`src/rtl/exe_stage_if.sv`:
```
// Execute-stage bundle: decode->execute input bus, execute->memory output bus,
// decode forwarding path and the data-SRAM request.
interface exe_stage_if #(
  parameter int unsigned DS_TO_ES_BUS_WD = 208,
  parameter int unsigned ES_TO_MS_BUS_WD = 71,
  parameter int unsigned FW_BUS_WD       = 38
);
  logic                       ms_allowin;
  logic                       es_allowin;
  logic                       ds_to_es_valid;
  logic [DS_TO_ES_BUS_WD-1:0] ds_to_es_bus;
  logic                       es_to_ms_valid;
  logic [ES_TO_MS_BUS_WD-1:0] es_to_ms_bus;
  logic [FW_BUS_WD-1:0]       es_to_ds_fw_bus;
  logic                       out_es_valid;
  logic                       data_sram_en;
  logic [3:0]                 data_sram_wen;
  logic [31:0]                data_sram_addr;
  logic [31:0]                data_sram_wdata;

  // master: the execute stage itself; slave: its surroundings.
  modport master (
    input  ms_allowin, ds_to_es_valid, ds_to_es_bus,
    output es_allowin, es_to_ms_valid, es_to_ms_bus, es_to_ds_fw_bus, out_es_valid,
           data_sram_en, data_sram_wen, data_sram_addr, data_sram_wdata
  );

  modport slave (
    output ms_allowin, ds_to_es_valid, ds_to_es_bus,
    input  es_allowin, es_to_ms_valid, es_to_ms_bus, es_to_ds_fw_bus, out_es_valid,
           data_sram_en, data_sram_wen, data_sram_addr, data_sram_wdata
  );
endinterface

```
`src/rtl/exe_stage.sv`:
```
// MIPS execute stage: ALU, data-SRAM request, HI/LO registers and a 32-step
// restoring divider for div/divu.
module exe_stage #(
  parameter int unsigned DS_TO_ES_BUS_WD = 208,
  parameter int unsigned ES_TO_MS_BUS_WD = 71,
  parameter int unsigned FW_BUS_WD       = 38
) (
  input logic         clk,
  input logic         resetn,
  exe_stage_if.master es
);

  typedef enum logic [1:0] {StIdle, StRun, StDone} div_state_e;

  logic                       es_valid_q;
  logic [DS_TO_ES_BUS_WD-1:0] bus_q;
  logic [31:0]                hi_q, lo_q;
  div_state_e                 div_state_q, div_state_d;
  logic [4:0]                 cnt_q, cnt_d;
  logic [31:0]                rem_q, rem_d, quo_q, quo_d, dvs_q, dvs_d;
  logic                       neg_quo_q, neg_quo_d, neg_rem_q, neg_rem_d;

  logic        mthi, mtlo, mfhi, mflo, mul_sel, zext_imm, load_op;
  logic        src1_is_sa, src1_is_pc, src2_is_imm, src2_is_8, gr_we, mem_we;
  logic [1:0]  div_sel;
  logic [31:0] bus_hi, bus_lo, rs_value, rt_value, pc;
  logic [11:0] alu_op;
  logic [4:0]  dest;
  logic [15:0] imm;

  assign {mthi, mtlo, mfhi, mflo, mul_sel, div_sel, bus_hi, bus_lo, zext_imm, alu_op, load_op,
          src1_is_sa, src1_is_pc, src2_is_imm, src2_is_8, gr_we, mem_we, dest, imm,
          rs_value, rt_value, pc} = bus_q;

  logic is_div, es_ready_go, es_handoff;
  assign is_div      = es_valid_q & (|div_sel);
  assign es_ready_go = !is_div || (div_state_q == StDone);
  assign es_handoff  = es_valid_q & es_ready_go & es.ms_allowin;
  assign es.es_allowin = !es_valid_q || (es_ready_go && es.ms_allowin);

  always_ff @(posedge clk or negedge resetn) begin
    if (!resetn) begin
      es_valid_q <= 1'b0;
      bus_q      <= '0;
    end else if (es.es_allowin) begin
      es_valid_q <= es.ds_to_es_valid;
      if (es.ds_to_es_valid) bus_q <= es.ds_to_es_bus;
    end
  end

  // ALU; one-hot op order: add sub slt sltu and nor or xor sll srl sra lui.
  logic [31:0] src1, src2, add_res, sub_res, alu_result, result;
  logic        slt_res, sltu_res;

  assign src1 = src1_is_sa ? {27'b0, imm[10:6]} : src1_is_pc ? pc : rs_value;
  assign src2 = src2_is_imm ? (zext_imm ? {16'b0, imm} : {{16{imm[15]}}, imm})
              : src2_is_8   ? 32'd8 : rt_value;
  assign add_res  = src1 + src2;
  assign sub_res  = src1 - src2;
  assign slt_res  = (src1[31] & ~src2[31]) | (~(src1[31] ^ src2[31]) & sub_res[31]);
  assign sltu_res = src1 < src2;

  always_comb begin
    alu_result = '0;
    if (alu_op[0])  alu_result = alu_result | add_res;
    if (alu_op[1])  alu_result = alu_result | sub_res;
    if (alu_op[2])  alu_result = alu_result | {31'b0, slt_res};
    if (alu_op[3])  alu_result = alu_result | {31'b0, sltu_res};
    if (alu_op[4])  alu_result = alu_result | (src1 & src2);
    if (alu_op[5])  alu_result = alu_result | ~(src1 | src2);
    if (alu_op[6])  alu_result = alu_result | (src1 | src2);
    if (alu_op[7])  alu_result = alu_result | (src1 ^ src2);
    if (alu_op[8])  alu_result = alu_result | (src2 << src1[4:0]);
    if (alu_op[9])  alu_result = alu_result | (src2 >> src1[4:0]);
    if (alu_op[10]) alu_result = alu_result | 32'($signed(src2) >>> src1[4:0]);
    if (alu_op[11]) alu_result = alu_result | {src2[15:0], 16'b0};
  end

  assign result = mfhi ? hi_q : mflo ? lo_q : alu_result;

  // Divider: magnitudes are divided unsigned, signs fixed up on the way out.
  logic        div_signed;
  logic [32:0] shifted, trial;
  assign div_signed = div_sel[1];
  assign shifted    = {rem_q, quo_q[31]};
  assign trial      = shifted - {1'b0, dvs_q};

  always_comb begin
    div_state_d = div_state_q;
    cnt_d       = cnt_q;
    rem_d       = rem_q;
    quo_d       = quo_q;
    dvs_d       = dvs_q;
    neg_quo_d   = neg_quo_q;
    neg_rem_d   = neg_rem_q;
    unique case (div_state_q)
      StIdle: if (is_div) begin
        div_state_d = StRun;
        cnt_d       = 5'd0;
        rem_d       = '0;
        quo_d       = (div_signed && rs_value[31]) ? -rs_value : rs_value;
        dvs_d       = (div_signed && rt_value[31]) ? -rt_value : rt_value;
        neg_quo_d   = div_signed & (rs_value[31] ^ rt_value[31]);
        neg_rem_d   = div_signed & rs_value[31];
      end
      StRun: begin
        if (!trial[32]) begin
          rem_d = trial[31:0];
          quo_d = {quo_q[30:0], 1'b1};
        end else begin
          rem_d = shifted[31:0];
          quo_d = {quo_q[30:0], 1'b0};
        end
        cnt_d = cnt_q + 5'd1;
        if (cnt_q == 5'd31) div_state_d = StDone;
      end
      StDone: if (es_handoff) div_state_d = StIdle;
      default: div_state_d = StIdle;
    endcase
  end

  always_ff @(posedge clk or negedge resetn) begin
    if (!resetn) begin
      div_state_q <= StIdle;
      cnt_q       <= '0;
      rem_q       <= '0;
      quo_q       <= '0;
      dvs_q       <= '0;
      neg_quo_q   <= 1'b0;
      neg_rem_q   <= 1'b0;
    end else begin
      div_state_q <= div_state_d;
      cnt_q       <= cnt_d;
      rem_q       <= rem_d;
      quo_q       <= quo_d;
      dvs_q       <= dvs_d;
      neg_quo_q   <= neg_quo_d;
      neg_rem_q   <= neg_rem_d;
    end
  end

  always_ff @(posedge clk or negedge resetn) begin
    if (!resetn) begin
      hi_q <= '0;
      lo_q <= '0;
    end else if (es_handoff) begin
      if (mul_sel) begin
        hi_q <= bus_hi;
        lo_q <= bus_lo;
      end else if (|div_sel) begin
        lo_q <= neg_quo_q ? -quo_q : quo_q;
        hi_q <= neg_rem_q ? -rem_q : rem_q;
      end else begin
        if (mthi) hi_q <= rs_value;
        if (mtlo) lo_q <= rs_value;
      end
    end
  end

  assign es.es_to_ms_valid  = es_valid_q & es_ready_go;
  assign es.es_to_ms_bus    = {load_op, gr_we, dest, result, pc};
  assign es.es_to_ds_fw_bus = {gr_we & es_valid_q, dest, result};
  assign es.out_es_valid    = es_valid_q;
  assign es.data_sram_en    = es_valid_q & (load_op | mem_we) & es.ms_allowin;
  assign es.data_sram_wen   = {4{mem_we & es_valid_q}};
  assign es.data_sram_addr  = alu_result;
  assign es.data_sram_wdata = rt_value;

endmodule
```
`src/flat_wrapper.sv`:
```
// flat-port wrapper written by rule: the top's interface ports become plain ports
module exe_stage_flat 
#(
  parameter int unsigned DS_TO_ES_BUS_WD = 208,
  parameter int unsigned ES_TO_MS_BUS_WD = 71,
  parameter int unsigned FW_BUS_WD       = 38
)
  (clk, resetn, es_ms_allowin, es_ds_to_es_valid, es_ds_to_es_bus, es_es_allowin, es_es_to_ms_valid, es_es_to_ms_bus, es_es_to_ds_fw_bus, es_out_es_valid, es_data_sram_en, es_data_sram_wen, es_data_sram_addr, es_data_sram_wdata);
  exe_stage_if #(.DS_TO_ES_BUS_WD(DS_TO_ES_BUS_WD), .ES_TO_MS_BUS_WD(ES_TO_MS_BUS_WD), .FW_BUS_WD(FW_BUS_WD)) es_i ();
  input logic clk;
  input logic resetn;
  input wire logic [$bits(es_i.ms_allowin)-1:0] es_ms_allowin;
  input wire logic [$bits(es_i.ds_to_es_valid)-1:0] es_ds_to_es_valid;
  input wire logic [$bits(es_i.ds_to_es_bus)-1:0] es_ds_to_es_bus;
  output wire logic [$bits(es_i.es_allowin)-1:0] es_es_allowin;
  output wire logic [$bits(es_i.es_to_ms_valid)-1:0] es_es_to_ms_valid;
  output wire logic [$bits(es_i.es_to_ms_bus)-1:0] es_es_to_ms_bus;
  output wire logic [$bits(es_i.es_to_ds_fw_bus)-1:0] es_es_to_ds_fw_bus;
  output wire logic [$bits(es_i.out_es_valid)-1:0] es_out_es_valid;
  output wire logic [$bits(es_i.data_sram_en)-1:0] es_data_sram_en;
  output wire logic [$bits(es_i.data_sram_wen)-1:0] es_data_sram_wen;
  output wire logic [$bits(es_i.data_sram_addr)-1:0] es_data_sram_addr;
  output wire logic [$bits(es_i.data_sram_wdata)-1:0] es_data_sram_wdata;
  assign es_i.ms_allowin = es_ms_allowin;
  assign es_i.ds_to_es_valid = es_ds_to_es_valid;
  assign es_i.ds_to_es_bus = es_ds_to_es_bus;
  assign es_es_allowin = es_i.es_allowin;
  assign es_es_to_ms_valid = es_i.es_to_ms_valid;
  assign es_es_to_ms_bus = es_i.es_to_ms_bus;
  assign es_es_to_ds_fw_bus = es_i.es_to_ds_fw_bus;
  assign es_out_es_valid = es_i.out_es_valid;
  assign es_data_sram_en = es_i.data_sram_en;
  assign es_data_sram_wen = es_i.data_sram_wen;
  assign es_data_sram_addr = es_i.data_sram_addr;
  assign es_data_sram_wdata = es_i.data_sram_wdata;
  exe_stage #(.DS_TO_ES_BUS_WD(DS_TO_ES_BUS_WD), .ES_TO_MS_BUS_WD(ES_TO_MS_BUS_WD), .FW_BUS_WD(FW_BUS_WD)) u_core (.clk(clk), .resetn(resetn), .es(es_i));
endmodule
```
`config.mk`:
```
export PLATFORM = sky130hd
export DESIGN_NAME = exe_stage_flat
export DESIGN_NICKNAME = d
export VERILOG_FILES = /design/src/rtl/exe_stage_if.sv /design/src/rtl/exe_stage.sv /design/src/flat_wrapper.sv
export SDC_FILE = /design/constraint.sdc
export NUM_CORES = 2
export LEC_CHECK = 0
export CAP_MARGIN = 20
export CELL_PAD_IN_SITES_DETAIL_PLACEMENT = 1
export CELL_PAD_IN_SITES_GLOBAL_PLACEMENT = 1
export CORE_MARGIN = 3
export CORE_UTILIZATION = 35
export DETAILED_ROUTE_END_ITERATION = 7
export DONT_BUFFER_PORTS = 1
export PLACE_DENSITY = 0.64
export REMOVE_ABC_BUFFERS = 1
export SKIP_LAST_GASP = 1
export SYNTH_ARGS = -nofsm -noshare
export SYNTH_HDL_FRONTEND = slang
export SYNTH_SLANG_ARGS = --single-unit
```
`constraint.sdc`:
```
create_clock -name clk -period 11.59 [get_ports clk]
set_clock_uncertainty 0.05 [all_clocks]
set_input_delay 2.318 -clock clk [delete_from_list [all_inputs] [get_ports clk]]
set_output_delay 2.318 -clock clk [all_outputs]
set_load 0.05 [all_outputs]
```
### Word level (Yosys, flattened, before mapping)

Cells that the tools add are included.

| word-level totals | value |
|---|---|
| flip-flop bits (word level) | 378 |
| latch bits | 0 |
| RAM bits | 0 |
| ROM bits | 0 |
| bits of input ports | 212 |
| output and inout port bits | 181 |
| logic and storage cells | 120 |
| memories | 0 |

| operators by class | value |
|---|---|
| $add $sub $neg | 8 |
| $mul | 0 |
| divide/modulo/power cells | 0 |
| $lt $le $gt $ge | 1 |
| eq/ne operators | 6 |
| shift operators | 3 |
| muxes and demuxes | 41 |
| bitwise gates (word level) | 32 |
| reductions and logical operators | 18 |

Operators with widths:

| kind | count |
|---|---|
| $mux 32 | 32 |
| $or 32x32->32 | 10 |
| $neg 32->32 | 4 |
| $pmux 32 s2 | 2 |
| $or 32x1->32 | 2 |
| $sub 33x32->33 | 1 |
| $add 32x32->32 | 1 |
| $and 32x32->32 | 1 |
| $lt 32x32->1 | 1 |
| $not 32->32 | 1 |
| $shl 32x5->32 | 1 |
| $shr 32x5->32 | 1 |
| $sshr 32x5->32 | 1 |
| $sub 32x32->32 | 1 |
| $xor 32x32->32 | 1 |
| $and 1x1->1 | 11 |
| $pmux 5 s2 | 1 |
| $reduce_and 2->1 | 5 |
| $mux 2 | 3 |
| $ne 2x1->1 const B | 3 |
| $pmux 2 s3 | 1 |
| $reduce_bool 3->1 | 2 |
| $add 5x1->5 const B | 1 |
| $eq 5x5->1 const B | 1 |
| other kinds (14) | 21 |

### Logic depth before layout (Yosys ltp)

| depth | value |
|---|---|
| word-level depth | 28 |
| gate-level depth with buffers | 29 |
| mapped depth without buffers | 22 |

### Least setup slack after synthesis

OpenSTA, ideal clock, no wires.

| timing | value |
|---|---|
| path type | flip-flop to output port |
| start | reg u_core.bus_q[121] |
| end | out es_es_to_ms_bus[32] |
| data arrival time | 5.938 ns |
| required time | 9.222 ns |
| slack | 3.284 ns |
| cell stages (with the launch flop) | 27 |
| buffers on the path | 5 |
| cells stage by stage | dfrtp_1 > buf_6 > mux2i_1 > o21a_1 > clkinv_1 > clkbuf_1 > clkbuf_1 > clkbuf_1 > ha_1 > or4_1 > o2111ai_1 > o21ai_1 > a32oi_1 > o21ai_0 > a21oi_1 > nor2_1 > nor2_1 > fa_1 > a22oi_1 > nand3_1 > a41oi_1 > o31ai_1 > nor3_1 > o31a_1 > a31oi_1 > o21a_1 > buf_4 |

| between the ends | value |
|---|---|
| word-level cells in the longest chain between the ends | 28 |
| elaborated cells between the ends (all ways) | 42 |
| those cells by class | add/sub (2); order compare (1); shift (3); mux (16); bitwise (20) |

Ends and longest elaborated chain:

| element | line | text |
|---|---|---|
| start: declaration | exe_stage.sv:16 | `logic [DS_TO_ES_BUS_WD-1:0] bus_q;` |
| start signal: assignment | exe_stage.sv:47 | `if (es.ds_to_es_valid) bus_q <= es.ds_to_es_bus;` |
| $mux 32 (*) (2 in a row) | exe_stage.sv:55 | `assign src1 = src1_is_sa ? {27'b0, imm[10:6]} : src1_is_pc ? pc : rs_value;` |
| $add 32x32->32 / $xor 1x1->1 (equally long branches) | exe_stage.sv:58, exe_stage.sv:60 |  |
| $mux 32 / $not 1->1 (equally long branches) | exe_stage.sv:65, exe_stage.sv:60 |  |
| $or 32x32->32 / $and 1x1->1 (equally long branches) | exe_stage.sv:66, exe_stage.sv:60 |  |
| $mux 32 / $or 1x1->1 (equally long branches) | exe_stage.sv:66, exe_stage.sv:60 |  |
| $or 32x1->32 | exe_stage.sv:67 | `if (alu_op[2]) alu_result = alu_result \| {31'b0, slt_res};` |
| $mux 32 | exe_stage.sv:67 |  |
| $or 32x1->32 | exe_stage.sv:68 | `if (alu_op[3]) alu_result = alu_result \| {31'b0, sltu_res};` |
| [11 not listed] | n/a |  |
| $or 32x32->32 | exe_stage.sv:74 | `if (alu_op[9]) alu_result = alu_result \| (src2 >> src1[4:0]);` |
| $mux 32 | exe_stage.sv:74 |  |
| $or 32x32->32 | exe_stage.sv:75 | `if (alu_op[10]) alu_result = alu_result \| 32'($signed(src2) >>> src1[4:0]);` |
| $mux 32 (*) | exe_stage.sv:75 |  |
| $or 32x32->32 | exe_stage.sv:76 | `if (alu_op[11]) alu_result = alu_result \| {src2[15:0], 16'b0};` |
| $mux 32 (*) | exe_stage.sv:76 |  |
| net es_data_sram_addr[0] | flat_wrapper.sv:22 | `output wire logic [$bits(es_i.data_sram_addr)-1:0] es_data_sram_addr;` |
| $mux 32 (*) (2 in a row) | exe_stage.sv:79 | `assign result = mfhi ? hi_q : mflo ? lo_q : alu_result;` |
| end: declaration | flat_wrapper.sv:17 | `output wire logic [$bits(es_i.es_to_ms_bus)-1:0] es_es_to_ms_bus;` |

Mark *: on every way through the listed nets, which the timed path passes. The rest lies on a longest branch.

### Worst setup path after layout

| timing | value |
|---|---|
| start | reg u_core.bus_q[122] |
| end | out es_es_to_ds_fw_bus[30] |

| between the ends | value |
|---|---|
| word-level cells in the longest chain between the ends | 27 |
| elaborated cells between the ends (all ways) | 35 |
| those cells by class | add/sub (2); shift (3); mux (15); bitwise (15) |

Ends and longest elaborated chain:

| element | line | text |
|---|---|---|
| $mux 32 (*) | exe_stage.sv:55 |  |
| $add 32x32->32 | exe_stage.sv:58 | `assign add_res = src1 + src2;` |
| $mux 32 | exe_stage.sv:65 | `if (alu_op[0]) alu_result = alu_result \| add_res;` |
| $or 32x32->32 | exe_stage.sv:66 | `if (alu_op[1]) alu_result = alu_result \| sub_res;` |
| $mux 32 | exe_stage.sv:66 |  |
| $or 32x1->32 | exe_stage.sv:67 |  |
| $mux 32 | exe_stage.sv:67 |  |
| $or 32x1->32 | exe_stage.sv:68 |  |
| [11 not listed] | n/a |  |
| $or 32x32->32 | exe_stage.sv:74 |  |
| $mux 32 | exe_stage.sv:74 |  |
| $or 32x32->32 | exe_stage.sv:75 |  |
| $mux 32 (*) | exe_stage.sv:75 |  |
| $or 32x32->32 | exe_stage.sv:76 |  |
| $mux 32 (*) | exe_stage.sv:76 |  |
| net es_data_sram_addr[30] | flat_wrapper.sv:22 |  |
| $mux 32 (*) (2 in a row) | exe_stage.sv:79 |  |
| end: declaration | flat_wrapper.sv:18 | `output wire logic [$bits(es_i.es_to_ds_fw_bus)-1:0] es_es_to_ds_fw_bus;` |

Marks and branches as above.

==> impl_metrics.csv <==
group,metric,value,unit
clock_network,cts.sinks,378,
logic_synthesis,yosysTopAreaCell,"dfrtp_1",
die,pin_count,393,
outcome,status,"complete, no violations",
timing,relSlewSlack,18.0,%
placement,io_buffers,0,
timing,setup_viol,0,
finish,drive_gt1_share,14.8,%
worst_setup_path,critPathLaunchType,"flop",
clock_network,post_cts_resize_count,0,
grt,grtUsageMet2,47.0,%
grt,antenna_found_initial,12,
timing,worstMarginPinSlew,1.23,ns
die,die-area,0.0914,mm^2
grt,overflow,0,
logic_synthesis,synth.avg_cell_area,8.59,um^2
route,vias_per_cell,6.12,
grt,top_usage_layer,"met2",
timing,hold_viol,0,
logic_synthesis,ys_top_cells_by_area,"dfrtp_1, mux2_2, mux2i_1",
grt,grt_pass1_vias,27800,
route,first_pass_iters,5,
die,core-area,0.0869,mm^2
grt,grt_util_met1,38.0,%
logic_synthesis,async_reset_ff_share,100,%
flow_run,drv_cap,0,
finish,fillers,10100,
route,via_count,27900,
route,drt-initial-drc-count,2464,
placement,dp_hpwl,103000,um
clock_network,cts_buffers,48,
logic_synthesis,yosys_warnings,0,
route,drc_errors,0,
die,start_util,35.4,%
clock_network,insertion_delay,0.61,ns
clock_network,cts.hold.buffers_added,0,
clock_network,cts-root-buf,"clkbuf_16",
logic_synthesis,yosys.area.top_type_share,30.8,%
timing,rsz0062_at_grt,"false",
logic_synthesis,synth_flop_cell,"dfrtp_1",
finish,layout.nets,3698,
route,routedWlPerCell,29.8,um
clock_network,post_cts_buffers,0,
timing,fin_crit_sh,86.7,%
grt,grt_usage,28.8,%
grt,grt_pass1_wl,196000,um
route,ant_nets,0,
logic_synthesis,ys_seq_area_share,30.8,%
logic_synthesis,synthCells,3577,
die,die_y,302,um
clock_network,cts_tree,"yes",
worst_setup_path,cp.arrival,7.69,ns
clock_network,path_clk_slew,0.06,ns
logic_synthesis,synth-edff-count,0,
clock_network,htree_levels,2,
worst_setup_path,crit_type,"reg2out",
route,routed_wirelength,136000,um
worst_setup_path,worstPathRequired,9.22,ns
timing,max_clock_freq,0.0995,GHz
grt,grt_max_degree,379,
logic_synthesis,synth.cell_area,0.0307,mm^2
worst_hold_path,hp-class,"reg2reg",
timing,maxSlewViolCount,0,
timing,fin_crit,10.05,ns
finish,synthToLayoutAreaGrowth,6.56,%
logic_synthesis,ys_ff_latch,378,
die,rows,108,
die,die_x,302,um
worst_setup_path,cp-end-kind,"output port",
logic_synthesis,synth_cell_types,102,
placement,routabilityCongestion,1.04,
timing,setup_tns,0,ns
grt,use_met3,5.57,%
clock_network,cts.path.max_buffers,3,
worst_setup_path,cp_max_fo,53,
## cell usage after synthesis, types with 75 or more instances
| cell | number |
|---|---|
| o21ai_0 | 261 |
| xnor2_1 | 78 |
| inv_1 | 152 |
| buf_4 | 121 |
| dfrtp_1 | 378 |
| nand3_1 | 75 |
| a21oi_1 | 256 |
| mux2_2 | 218 |
| nor2_1 | 292 |
| mux2i_1 | 186 |
| nand2_1 | 264 |
| ha_1 | 131 |
| clkbuf_1 | 188 |
## flip-flops by register name, summed over array words and instances, names as in the netlist
| signal | cells |
|---|---|
| u_core.div_state_q | 2 |
| u_core.quo_q | 32 |
| u_core.bus_q | 208 |
| u_core.hi_q | 32 |
| u_core.rem_q | 32 |
| u_core.neg_quo_q | 1 |
| u_core.dvs_q | 32 |
| u_core.lo_q | 32 |
| u_core.cnt_q | 5 |
| u_core.neg_rem_q | 1 |
| u_core.es.out_es_valid | 1 |
## worst paths after layout
check / from / to / slack (ns) / cells after the start
hold reg to reg: u_core.dvs_q[2] / u_core.dvs_q[2] / 0.43 / 2
setup reg to reg: u_core.quo_q[31] / u_core.rem_q[3] / 6.86 / 15
setup / recovery: u_core.bus_q[122] / es_es_to_ds_fw_bus[30] / 1.54 / 15
min in group asynchronous: resetn / u_core.bus_q[114] / 1.36 / 0
hold / removal: u_core.dvs_q[2] / u_core.dvs_q[2] / 0.43 / 2
max in group asynchronous: resetn / u_core.bus_q[122] / 9.05 / 0
## layout make-up
cell class                 instances  area (um^2)  area share, %
clock buffer                      69         1370           4.19
inverter                         158          596           1.82
timing repair buffer              86          658           2.01
antenna                           10         25.0         0.0764
clock inverter                    19          251          0.768
sequential                       378         9470           28.9
multi-input combinational       2679        18900           57.8
tap                             1155         1450           4.41
## layer usage
layer | vias to the layer above | wire length [um]
met5 | - | 39
met4 | 6 | 5270
met3 | 226 | 9270
met2 | 970 | 63400
met1 | 14300 | 57700
li1 | 12400 | -
## per-stage QoR
step,util [%],area [um^2],setup slack (ns),hold slack (ns),cells
global placement,35.8,31100,2.36,0.414,4456
global route,37.7,32700,1.11,0.452,4549
finish,37.7,32700,1.54,0.428,4554
floorplan,-,28800,0.489,0.400,3215
detailed placement,35.8,31100,2.25,0.421,4456
CTS,37.6,32700,1.56,0.434,4544
## cell usage in the layout, fill, tap and decap left out, types with 78 or more instances in the layout
cell type	n
dfrtp_1	375
mux2i_1	186
a21oi_1	252
ha_1	131
xnor2_1	78
nor2_1	283
inv_1	152
nand2_1	264
o21ai_0	254
mux2_2	218
buf_4	85
## cells by family (layout without fill, tap and decap cells)
group | count (synthesis) | count (layout) | synth area share (%)
xor gates and xnor gates | 152 | 152 | 4.33
DFF | 378 | 378 | 30.8
and+or+nand+nor | 905 | 905 | 13.7
other | 0 | 10 | 0
adders and majority gates | 135 | 135 | 5.60
muxes | 411 | 411 | 14.4
buffers and inverters | 520 | 332 | 8.20
AOI/OAI and AO/OA | 1076 | 1076 | 23.0
## worst max-delay path, stage by stage (launching register included)
cell	delay, ns
dfrtp_2	1.05
nand2b_1	0.48
o21ai_4	0.43
ha_1	0.29
inv_1	0.06
fa_1	0.46
nor2b_1	0.17
o221ai_1	0.25
a21oi_1	0.15
o31ai_1	0.86
a2111oi_2	0.23
o41a_1	0.43
a31oi_1	0.46
a31oi_1	0.20
a22oi_2	0.67
o211a_1	0.83
Power is left out: the tool's default activity adds up to more than one toggle a clock period on the data nets, which glitch-free logic cannot reach.
